===== config.mk =====
export PLATFORM = sky130hd
export DESIGN_NAME = regfile_wb_sched
export DESIGN_NICKNAME = d
export VERILOG_FILES = /design/src/rtl/regfile_wb_sched_pkg.sv /design/src/rtl/regfile_wb_sched_wb_rr_arbiter.sv /design/src/rtl/regfile_wb_sched.sv
export SDC_FILE = /design/constraint.sdc
export NUM_CORES = 1
export LEC_CHECK = 0
export BUFFER_PORTS_ARGS = -buffer_cell sky130_fd_sc_hd__buf_2
export CORE_AREA = 2 2 109 111
export CTS_BUF_LIST = sky130_fd_sc_hd__clkbuf_8 sky130_fd_sc_hd__clkbuf_16
export CTS_CLUSTER_DIAMETER = 50
export CTS_CLUSTER_SIZE = 16
export DETAILED_ROUTE_END_ITERATION = 6
export DIE_AREA = 0 0 111 113
export PLACE_DENSITY = 0.88
export SLEW_MARGIN = 20
export SYNTH_ARGS = -nofsm -noshare
export SYNTH_HDL_FRONTEND = slang
export SYNTH_SLANG_ARGS = --single-unit

===== constraint.sdc =====
create_clock -name clk -period 4.2 [get_ports clk]
set_input_delay 0.84 -clock clk [delete_from_list [all_inputs] [get_ports clk]]
set_output_delay 0.84 -clock clk [all_outputs]
set_load 0.02 [all_outputs]

===== src/rtl/regfile_wb_sched_pkg.sv =====
// Shared widths, requester indices and word types for the regfile writeback scheduler.
// The macros are the codebase-wide defines; the package re-exports them as typed constants.
`ifndef REGFILE_WB_SCHED_DEFINES
`define REGFILE_WB_SCHED_DEFINES
`define REG_BUS      [63:0]
`define ZERO_WORD    64'h0
`define REG_ADDR_BUS [4:0]
`define NREG         32
`define WB_ALU       0
`define WB_LSU       1
`endif

package regfile_wb_sched_pkg;

    localparam int XLEN   = 64;
    localparam int NREG   = `NREG;
    localparam int AW     = 5;
    localparam int NWB    = 2;
    localparam int WB_ALU = `WB_ALU;
    localparam int WB_LSU = `WB_LSU;

    typedef logic `REG_BUS      word_t;
    typedef logic `REG_ADDR_BUS reg_addr_t;

    localparam word_t ZERO_WORD = `ZERO_WORD;

endpackage


===== src/rtl/regfile_wb_sched_wb_rr_arbiter.sv =====
// Two-way round-robin grant for the ALU/LSU writeback requesters.
// The pointer only moves on a grant, so an idle cycle keeps the current preference.
module wb_rr_arbiter
    import regfile_wb_sched_pkg::*;
(
    input  logic           clk,
    input  logic           rst,
    input  logic [NWB-1:0] req,
    output logic [NWB-1:0] gnt
);

    logic prefer_lsu_reg;

    always_comb begin
        gnt = '0;
        if (rst) begin
            if (req[WB_ALU] && (!req[WB_LSU] || !prefer_lsu_reg)) begin
                gnt[WB_ALU] = 1'b1;
            end else if (req[WB_LSU]) begin
                gnt[WB_LSU] = 1'b1;
            end
        end
    end

    always_ff @(posedge clk) begin
        if (!rst) begin
            prefer_lsu_reg <= 1'b0;
        end else if (gnt[WB_ALU]) begin
            prefer_lsu_reg <= 1'b1;
        end else if (gnt[WB_LSU]) begin
            prefer_lsu_reg <= 1'b0;
        end
    end

endmodule


===== src/rtl/regfile_wb_sched.sv =====
// Regfile write-port scheduler: arbitrates ALU/LSU writebacks onto one registered write
// port and keeps a busy scoreboard that stalls issue on RAW/WAW hazards.
module regfile_wb_sched
    import regfile_wb_sched_pkg::*;
#(
    parameter int XLEN_P = XLEN,
    parameter int NREG_P = NREG,
    parameter int AW_P   = AW
) (
    input  logic              clk,
    input  logic              rst,
    input  logic              iss_valid,
    output logic              iss_ready,
    input  logic [AW_P-1:0]   iss_rs1,
    input  logic              iss_rs1_en,
    input  logic [AW_P-1:0]   iss_rs2,
    input  logic              iss_rs2_en,
    input  logic [AW_P-1:0]   iss_rd,
    input  logic              iss_rd_we,
    input  logic              wb0_valid,
    output logic              wb0_ready,
    input  logic [AW_P-1:0]   wb0_addr,
    input  logic [XLEN_P-1:0] wb0_data,
    input  logic              wb1_valid,
    output logic              wb1_ready,
    input  logic [AW_P-1:0]   wb1_addr,
    input  logic [XLEN_P-1:0] wb1_data,
    output logic              w_ena,
    output logic [AW_P-1:0]   w_addr,
    output logic [XLEN_P-1:0] w_data,
    output logic [NREG_P-1:0] busy,
    output logic              wb_err
);

    logic [NWB-1:0]    gnt;
    logic [AW_P-1:0]   sel_addr;
    logic [XLEN_P-1:0] sel_data;
    logic              any_gnt;
    logic              wr_fire;
    logic              wb_err_set;
    logic              iss_fire;
    logic              rd_nz;

    logic              w_ena_reg;
    logic [AW_P-1:0]   w_addr_reg;
    logic [XLEN_P-1:0] w_data_reg;
    logic [NREG_P-1:0] busy_reg;
    logic [NREG_P-1:0] busy_next;
    logic              wb_err_reg;

    wb_rr_arbiter u_arb (
        .clk (clk),
        .rst (rst),
        .req ({wb1_valid, wb0_valid}),
        .gnt (gnt)
    );

    assign wb0_ready = gnt[WB_ALU];
    assign wb1_ready = gnt[WB_LSU];
    assign any_gnt   = |gnt;
    assign sel_addr  = gnt[WB_LSU] ? wb1_addr : wb0_addr;
    assign sel_data  = gnt[WB_LSU] ? wb1_data : wb0_data;

    // x0 writes are consumed by the handshake but never reach the regfile.
    assign wr_fire    = any_gnt && (sel_addr != '0);
    assign wb_err_set = wr_fire && !busy_reg[sel_addr];

    assign rd_nz     = (iss_rd != '0);
    assign iss_ready = rst
                     & ~(iss_rs1_en & busy_reg[iss_rs1])
                     & ~(iss_rs2_en & busy_reg[iss_rs2])
                     & ~(iss_rd_we & rd_nz & busy_reg[iss_rd]);
    assign iss_fire  = iss_valid && iss_ready;

    // Clear comes from the registered write, so it lands on the edge the regfile commits.
    assign busy_next[0] = 1'b0;
    generate
        for (genvar gi = 1; gi < NREG_P; gi++) begin : g_busy
            logic set_bit;
            logic clr_bit;
            assign set_bit = iss_fire && iss_rd_we && (iss_rd == AW_P'(gi));
            assign clr_bit = w_ena_reg && (w_addr_reg == AW_P'(gi));
            assign busy_next[gi] = set_bit | (busy_reg[gi] & ~clr_bit);
        end
    endgenerate

    always_ff @(posedge clk) begin
        if (!rst) begin
            w_ena_reg  <= 1'b0;
            w_addr_reg <= '0;
            w_data_reg <= XLEN_P'(ZERO_WORD);
            busy_reg   <= '0;
            wb_err_reg <= 1'b0;
        end else begin
            w_ena_reg <= wr_fire;
            if (wr_fire) begin
                w_addr_reg <= sel_addr;
                w_data_reg <= sel_data;
            end
            busy_reg <= busy_next;
            if (wb_err_set) begin
                wb_err_reg <= 1'b1;
            end
        end
    end

    assign w_ena  = w_ena_reg;
    assign w_addr = w_addr_reg;
    assign w_data = w_data_reg;
    assign busy   = busy_reg;
    assign wb_err = wb_err_reg;

endmodule


# --- Word level (Yosys, flattened, before mapping) ---
# Cells that the tools add are included.
# W data, S select, Z words.
word_totals:
  regBits: 104
  in_bits: 161
op_classes:
  magnitude_cmp: 4
  n_eq_ne: 62
  n_mux: 16
  bitwise_logic: 103
  reduce_logical: 75
ops:
  columns: ["operator", "count"]
  rows:
  - ["$eq A5 B5 Y1 const B", 32]
  - ["$eq A5 B4 Y1 const B", 16]
  - ["$logic_and A1 B1 Y1", 67]
  - ["$mux W64", 1]
  - ["$eq A5 B3 Y1 const B", 8]
  - ["$and A1 B1 Y1", 38]
  - ["$not A1 Y1", 34]
  - ["$or A1 B1 Y1", 31]
  - ["$lt A5 B6 Y1 const B", 4]
  - ["$bmux W1 S5", 4]
  - ["$eq A5 B2 Y1 const B", 4]
  - ["$eq A5 B1 Y1 const B", 2]
  - ["$reduce_bool A5 Y1", 2]
  - ["$mux W1", 9]
  - ["$mux W5", 1]
  - ["$logic_not A1 Y1", 3]
  - ["$mux W2", 1]
  - ["$reduce_bool A2 Y1", 1]
  - ["$reduce_or A2 Y1", 1]
  - ["$logic_or A1 B1 Y1", 1]

# --- Logic depth before layout (Yosys ltp) ---
# Gate-level depths: netlist of the first run.
logic_depth:
  ltp_word: 11
  ltp_mapped: 13
  mapped_depth_nobuf: 8

# --- By module ---
# Synthesis of the first run repeated with hierarchy kept, for this count alone.
unflattened:
  cells_unflattened: 625
  hier_area_um2: 5783.0
modules_own_cells:
  columns: ["module", "n_inst", "cells_per_inst", "area_each_um2"]
  rows:
  - ["regfile_wb_sched", 1, 618, 5720.5]
  - ["wb_rr_arbiter", 1, 7, 62.6]

# --- Least setup slack after synthesis of the first run ---
# OpenSTA, ideal clock, no wires.
synth_path:
  path_kind: "input to output"
  startpoint: "in iss_rs1[1]"
  endpoint: "out iss_ready"
  arrival_time_ns: 2.766
  slack_ns: 0.594
  path_stages: 7
  path_buffers: 1
  cell_sequence: "clkbuf_1 > mux4_2 > mux2i_1 > nand3_1 > o2111ai_1 > o21ai_2 > nor3_1"
synth_via:
  elab_chain_len: 7
synth_lines:
  columns: ["element", "line", "source"]
  rows:
  - ["start, declared", "regfile_wb_sched.sv:14", "input logic [AW_P-1:0] iss_rs1,"]
  - ["$bmux W1 S5", "regfile_wb_sched.sv:70", "& ~(iss_rs1_en & busy_reg[iss_rs1])"]
  - ["$mux W1 (implied by the code)", "regfile_wb_sched.sv:70", null]
  - ["$and A1 B1 Y1", "regfile_wb_sched.sv:70", null]
  - ["$not A1 Y1", "regfile_wb_sched.sv:70", null]
  - ["$and A1 B1 Y1", "regfile_wb_sched.sv:70", null]
  - ["$and A1 B1 Y1", "regfile_wb_sched.sv:71", "& ~(iss_rs2_en & busy_reg[iss_rs2])"]
  - ["$and A1 B1 Y1", "regfile_wb_sched.sv:72", "& ~(iss_rd_we & rd_nz & busy_reg[iss_rd]);"]
  - ["end, declared", "regfile_wb_sched.sv:13", "output logic iss_ready,"]
# No other way between the ends. The select of a mux whose other input is x is not followed.

# --- Worst setup path in the final report of the first run ---
layout_path:
  startpoint: "in iss_rd[0]"
  endpoint: "out iss_ready"
layout_via:
  elab_chain_len: 5
layout_lines:
  columns: ["element", "line", "source"]
  rows:
  - ["start, declared", "regfile_wb_sched.sv:18", "input logic [AW_P-1:0] iss_rd,"]
  - ["$bmux W1 S5 or $reduce_bool A5 Y1 (tied branches)", "regfile_wb_sched.sv:72, regfile_wb_sched.sv:68", null]
  - ["$mux W1 (implied by the code) or $and A1 B1 Y1 (tied branches)", "regfile_wb_sched.sv:72", null]
  - ["$and A1 B1 Y1 *", "regfile_wb_sched.sv:72", null]
  - ["$not A1 Y1 *", "regfile_wb_sched.sv:72", null]
  - ["$and A1 B1 Y1 *", "regfile_wb_sched.sv:72", null]
# Mark *: on every way between the ends. The rest lies on a longest branch, timed or not. The select of a mux whose other input is x is not followed.

==> impl_metrics.env, run 1 <==
export IMPL_clock_tree_buffer_depth=2
export IMPL_fillers=904
export IMPL_core_region_area_sq_mm=0.01127
export IMPL_synthTopCellsByCount="mux2i_1 (108), dfxtp_1 (103), nor2_1 (75), a211oi_1 (64), o21ai_0 (32)"
export IMPL_finalCritPeriodShare=0.8748
export IMPL_cts_buffers=9
export IMPL_place_area_sq_mm=0.006993
export IMPL_largest_register_ffs=64
export IMPL_hold_class="flop to flop"
export IMPL_clk_pin_slew_ns=0.07
export IMPL_grt_pass1_wl_um=28140
export IMPL_rsz0062_at_grt="no"
export IMPL_cp_top_family="compound AO/OA/AOI/OAI gates"
export IMPL_crit_buf_inv=2
export IMPL_start_kind="primary input"
export IMPL_power_per_cell_area_mw_per_mm2=322.7
export IMPL_dp_cells=964
export IMPL_yosys_area_top_type="dfxtp_1"
export IMPL_wl_um=18130
export IMPL_viasPerCell=5.898
export IMPL_synth_edf_count=0
export IMPL_finalCriticalPeriod_ns=3.674
export IMPL_slew_headroom=0.3605
export IMPL_holdBufCountCts=0
export IMPL_syn_instance_count=599
export IMPL_peakVddDrop_mv=0.2151
export IMPL_power_total_mw=2.348
export IMPL_nNetsFinal=993
export IMPL_netlist_area_leader_share=0.3649
export IMPL_die_width_um=111
export IMPL_rr_endpoint="w_data[18]"
export IMPL_ys_ff_latch=103
export IMPL_endpoint_kind="output pin"
export IMPL_cts_sinks=103
export IMPL_drt_iter0_drc=454
export IMPL_setup_violations=0
export IMPL_cts_tree="done"
export IMPL_synth_area_leaders="dfxtp_1 (36%), mux2i_1 (19%), a211oi_1 (8.5%)"
export IMPL_htreeDepth=3
export IMPL_initial_core_util=0.5013
export IMPL_crit_arrival_ns=2.83
export IMPL_synth_area_sq_mm=0.005650
export IMPL_critical_path_class="primary input to output pin"
export IMPL_maxCapViolations=0
export IMPL_ant_nets=0
export IMPL_syn_to_final_growth_pct=28.76
export IMPL_max_stage_delay_ns=0.56
export IMPL_cpMostUsedCell="buf_2"
export IMPL_grt_antenna_before_repair=4
export IMPL_fin_tns_setup_ns=0
export IMPL_syn_nets=760
export IMPL_timing_hold_violations_final=0
export IMPL_post_cts_buffers=0
export IMPL_gp_congestion=0.9019
export IMPL_cts_root_buf="clkbuf_16"
export IMPL_r2r_start="u_arb.prefer_lsu_reg"
export IMPL_drive_gt1_frac=0.3740
export IMPL_post_route_cell_area_sq_mm=0.007276
export IMPL_worstPathCellList="buf_2 > mux4_2 > a221oi_2 > a21oi_1 > a311oi_2 > o21ai_2 > nor3_1 > buf_2"
export IMPL_max_clock_freq_mhz=272.2
export IMPL_grt_max_degree=97
export IMPL_yosysMostFrequentCell="mux2i_1"
export IMPL_reg2reg_depth=9
export IMPL_drt_wirelength_per_cell_um=18.42
export IMPL_vias=5804
export IMPL_synth_seq_area_share=0.3649
export IMPL_power_leakage_nw=3.249
export IMPL_synth_cell_types=50
export IMPL_cpMaxStageDelayCell="mux4_2"
export IMPL_path_depth=8
export IMPL_report_final_slew_viol_count=0
export IMPL_crit_end="iss_ready"
export IMPL_worst_slack_ns=0.5257
export IMPL_yosys_warnings=0
export IMPL_post_cts_resized=0
export IMPL_avgSynthCellArea_sq_um=9.433
export IMPL_pin_count=267
export IMPL_die_y_um=113
export IMPL_place_ws_ns=0.4978
export IMPL_clkLatencyLatePin_ns=0.34
export IMPL_cp_max_fo=15
export IMPL_r2r_slack_ns=1.02
export IMPL_fp_row_count=39
export IMPL_crit_start="iss_rd[0]"
export IMPL_final_instance_count_excl_fill=984
export IMPL_hpwl_um=13440
export IMPL_dieArea_sq_mm=0.01254
export IMPL_status="finished, final reports clean"
export IMPL_clock_skew_ns=0.006507
export IMPL_required_ns=3.36
export IMPL_drc_errors=0
export IMPL_grtUsageTotal=0.2791
export IMPL_globalRouteOverflowTotal=0
export IMPL_tightest_slew_ns=0.9593
export IMPL_grt_pass1_vias=5446
export IMPL_portBuffers=265
export IMPL_synth_async_reset_ratio=0
export IMPL_ys_flop_type="dfxtp_1"
export IMPL_first_pass_iters=5
==> per-layer routing <==
| layer | vias up | share of wire | global-route usage |
|---|---|---|---|
| met2 | 351 | 0.49 | 0.4753 |
| met1 | 2651 | 0.37 | 0.3305 |
| met3 | 66 | 0.099 | 0.06374 |
| met5 | - | 0 | 0 |
| met4 | 0 | 0.047 | 0.1475 |
| li1 | 2736 | - | - |
==> cell type report <==
| class | count | area [sq um] | area share |
|---|---|---|---|
| Antenna cell | 4 | 10.01 | 0.001376 |
| Clock buffer | 9 | 225.2 | 0.03095 |
| Clock inverter | 7 | 47.55 | 0.006535 |
| Inverter | 7 | 26.28 | 0.003611 |
| Multi-Input combinational cell | 440 | 3354 | 0.4610 |
| Sequential cell | 103 | 2062 | 0.2834 |
| Tap cell | 143 | 178.9 | 0.02459 |
| Timing Repair Buffer | 271 | 1371 | 0.1885 |
==> worst min path at each step <==
stage                         start                    to  slack, ns  depth (start not counted)
4_1_cts                  w_data[26]            w_data[26]       0.50                          2
6_report                 w_data[26]            w_data[26]       0.50                          2
2_1_floorplan  u_arb.prefer_lsu_reg  u_arb.prefer_lsu_reg       0.46                          2
5_1_grt                  w_data[61]            w_data[61]       0.51                          2
3_5_place_dp             w_data[26]            w_data[26]       0.49                          2
3_3_place_gp   u_arb.prefer_lsu_reg  u_arb.prefer_lsu_reg       0.48                          2
==> tightest hold or removal path: stages (launching register included) <==
cell and delay, ns:
dfxtp_1 0.31, nor2_1 0.09, a211oi_1 0.05
==> through the flow <==
step | utilization | hold slack (ns)
floorplan | - | 0.4577
global placement | 0.6204 | 0.4795
detailed placement | 0.6204 | 0.4885
CTS | 0.6446 | 0.4982
global route | 0.6455 | 0.5139
finish | 0.6455 | 0.4966
==> cell families (layout without fill, tap and decap cells) <==
| logic type | Yosys count | after routing | share of synthesized area |
|---|---|---|---|
| compound gates | 159 | 159 | 0.1977 |
| simple gates | 148 | 148 | 0.1205 |
| mux | 132 | 132 | 0.2726 |
| flops | 103 | 103 | 0.3649 |
| buf+inv | 56 | 294 | 0.04362 |
| other cells | 1 | 5 | 0.0006637 |
==> where the power goes <==
part / leakage, nW / total, mW / internal (mW) / switching, mW
combinational: 2.26 / 0.507 / 0.206 / 0.301
sequential: 0.847 / 1.07 / 1.04 / 0.0370
clock: 0.143 / 0.768 / 0.404 / 0.364
total: 3.25 / 2.35 / 1.65 / 0.701
==> layout by cell type (no fill, tap or decap), drive strengths merged, types with 2 or more instances in the layout <==
master,count
buf,271
mux2i,111
dfxtp,103
nor2,75
a211oi,64
o21ai,33
o211ai,28
nand3,20
nand2,18
mux4,14
inv,12
nor2b,9
clkbuf,9
a21oi,7
mux2,7
o22ai,7
nand2b,5
diode,4
nor3,4
a22oi,4
and2,4
nor3b,3
a2111oi,2
a32oi,2
nand3b,2
o21a,2
nand4,2
a311oi,2
o211a,2
clkinv,2
Note: power is estimated with default switching activity, not from simulation.
==> run 2, diff against run 1 <==
CORE_AREA = 2 2 110 112   (was 2 2 109 111)
DIE_AREA = 0 0 112 114   (was 0 0 111 113)
SYNTH_HIERARCHICAL = 1   (was default)
==> impl_metrics.env, run 2 <==
export IMPL_portBuffers=265
export IMPL_synth_async_reset_ratio=0
export IMPL_required_ns=3.36
export IMPL_synth_xor_area_frac=0
export IMPL_hold_class="flop to flop"
export IMPL_cp_top_family="multiplexers"
export IMPL_grtUsageTotal=0.2901
export IMPL_drt_wirelength_per_cell_um=19.17
export IMPL_slew_headroom=0.4995
export IMPL_globalRouteOverflowTotal=0
export IMPL_power_per_cell_area_mw_per_mm2=333.8
export IMPL_crit_buf_inv=2
export IMPL_drc_errors=0
export IMPL_ant_nets=0
export IMPL_hpwl_um=14390
export IMPL_setup_violations=0
export IMPL_clock_tree_buffer_depth=2
export IMPL_netlist_area_leader_share=0.3566
export IMPL_initial_core_util=0.4938
export IMPL_layout_common_cells="buf_2 (265), dfxtp_1 (103), nor2_1 (92), mux2i_1 (91), a211oi_1 (67)"
export IMPL_cts_tree="done"
export IMPL_fin_tns_setup_ns=0
export IMPL_peakVddDrop_mv=0.2296
export IMPL_cp_max_fo=9
export IMPL_cts_root_buf="clkbuf_16"
export IMPL_synth_seq_area_share=0.3566
export IMPL_die_y_um=114
export IMPL_max_stage_delay_ns=0.53
export IMPL_power_total_mw=2.481
export IMPL_post_route_cell_area_sq_mm=0.007432
export IMPL_dieArea_sq_mm=0.01277
export IMPL_synth_area_sq_mm=0.005783
export IMPL_clk_pin_slew_ns=0.07
export IMPL_synth_area_leaders="dfxtp_1 (36%), mux2i_1 (16%), a211oi_1 (8.7%)"
export IMPL_place_ws_ns=0.7142
export IMPL_netSwitchingFraction=0.3011
export IMPL_viasPerCell=5.900
export IMPL_met1_usage=0.3384
export IMPL_synth_cell_types=49
export IMPL_clkLatencyLatePin_ns=0.34
export IMPL_worstPathCellList="buf_2 > mux4_2 > mux2i_1 > a211oi_1 > a211oi_2 > nand4_2 > nor2_1 > buf_2"
export IMPL_drt_iter0_drc=512
export IMPL_clkPwrFrac=0.335
export IMPL_use_met3=0.09671
export IMPL_endpoint_kind="output pin"
export IMPL_syn_to_final_growth_pct=28.52
export IMPL_grtUsageMet2=0.4836
export IMPL_die_width_um=112
export IMPL_synth_edf_count=0
export IMPL_clock_skew_ns=0.004727
export IMPL_syn_instance_count=625
export IMPL_avgSynthCellArea_sq_um=9.253
export IMPL_yosys_area_share_simple=0.1391
export IMPL_synthTopCellsByCount="dfxtp_1 (103), nor2_1 (93), mux2i_1 (91), a211oi_1 (67), clkbuf_1 (43)"
export IMPL_core_region_area_sq_mm=0.01171
export IMPL_grt_max_degree=131
export IMPL_synth_top_family_by_area="multiplexers"
export IMPL_nNetsFinal=1014
export IMPL_wl_um=19280
export IMPL_ys_flop_type="dfxtp_1"
export IMPL_timing_hold_violations_final=0
export IMPL_synth_compound_area_frac=0.2014
export IMPL_htreeDepth=3
export IMPL_tightest_slew_ns=0.7508
export IMPL_holdBufCountCts=0
export IMPL_yosysMostFrequentCell="dfxtp_1"
export IMPL_power_internal_mw=1.734
export IMPL_drive_gt1_frac=0.3827
export IMPL_syn_nets=786
export IMPL_finalCritPeriodShare=0.8265
export IMPL_post_cts_buffers=0
export IMPL_finalCriticalPeriod_ns=3.471
export IMPL_post_cts_resized=0
export IMPL_report_final_slew_viol_count=0
export IMPL_crit_arrival_ns=2.63
export IMPL_status="finished, final reports clean"
export IMPL_cts_sinks=103
export IMPL_cpMaxStageDelayCell="mux4_2"
export IMPL_yosys_area_top_type="dfxtp_1"
export IMPL_worst_slack_ns=0.7287
export IMPL_fp_row_count=40
export IMPL_grt_busiest_layer="met2"
export IMPL_grt_pass1_wl_um=29530
export IMPL_muxShareOfSynthArea=0.2572
export IMPL_synthAdderAreaFrac=0
export IMPL_yosys_warnings=6
export IMPL_first_pass_iters=5
export IMPL_cts_buffers=9
export IMPL_largest_register_ffs=64
export IMPL_gp_congestion=0.9425
export IMPL_power_leakage_nw=3.204
export IMPL_ys_ff_latch=103
export IMPL_critical_path_class="primary input to output pin"
export IMPL_vias=5935
export IMPL_pin_count=267
export IMPL_cpMostUsedCell="buf_2"
export IMPL_layout_commonest_cell="buf_2"
export IMPL_p_seq_frac=0.440
export IMPL_grt_pass1_vias=5631
export IMPL_place_area_sq_mm=0.007137
export IMPL_max_clock_freq_mhz=288.1
export IMPL_grt_antenna_before_repair=4
export IMPL_start_kind="primary input"
export IMPL_rsz0062_at_grt="no"
export IMPL_p_sw_mw=0.7470
export IMPL_maxCapViolations=0
export IMPL_comb_power_share=0.225
-- run 2: area by class of cell --
class / count / area (sq um)
Sequential cell: 103 / 2062
Antenna cell: 2 / 5.005
Clock inverter: 5 / 51.30
Multi-Input combinational cell: 461 / 3473
Inverter: 5 / 18.77
Timing Repair Buffer: 273 / 1399
Clock buffer: 10 / 239.0
Fill cell: 980 / 4279
Tap cell: 147 / 183.9
-- run 2: tightest hold or removal path: cells and delay by family (launching register included) --
family | cells | cell delay [ns]
flip-flops | 1 | 0.31
AND/OR/NAND/NOR | 1 | 0.09
AO/OA/AOI/OAI | 1 | 0.05
-- run 2: worst paths after layout --
check | to | from | depth (start not counted) | slack [ns]
hold / removal | w_data[56] | w_data[56] | 2 | 0.49
setup / recovery | iss_ready | iss_rs2[1] | 8 | 0.73
hold reg to reg | w_data[56] | w_data[56] | 2 | 0.49
setup reg to reg | w_data[62] | u_arb/prefer_lsu_reg | 10 | 1.30
-- run 2: power groups by stage --
stage | Combinational [mW] | Clock (mW) | Sequential [mW]
detailed placement | 0.558 | 0 | 1.11
CTS | 0.558 | 0.835 | 1.09
global route | 0.602 | 0.880 | 1.10
floorplan | 0.274 | 0 | 1.18
finish | 0.559 | 0.831 | 1.09
global placement | 0.545 | 0 | 1.11
-- run 2: logic make-up (layout without fill, tap and decap cells) --
group	after synthesis	count (layout)
AO/OA/AOI/OAI	158	158
buffers and inverters	61	293
flip-flops	103	103
multiplexers	123	123
other	1	3
AND/OR/NAND/NOR	179	179
-- run 2: stage by stage --
stage / utilization / hold WS [ns] / cells
after floorplan: - / 0.4619 / 625
after global placement: 0.6094 / 0.4790 / 989
after detailed placement: 0.6094 / 0.4876 / 989
after CTS: 0.6342 / 0.4965 / 1004
after global routing: 0.6346 / 0.5129 / 1006
final: 0.6346 / 0.4945 / 1006
-- run 2: metal layers --
metal | share of wire | vias to the layer above
li1 | - | 2806
met1 | 0.37 | 2717
met2 | 0.48 | 345
met3 | 0.11 | 65
met4 | 0.040 | 2
met5 | 0.00067 | -
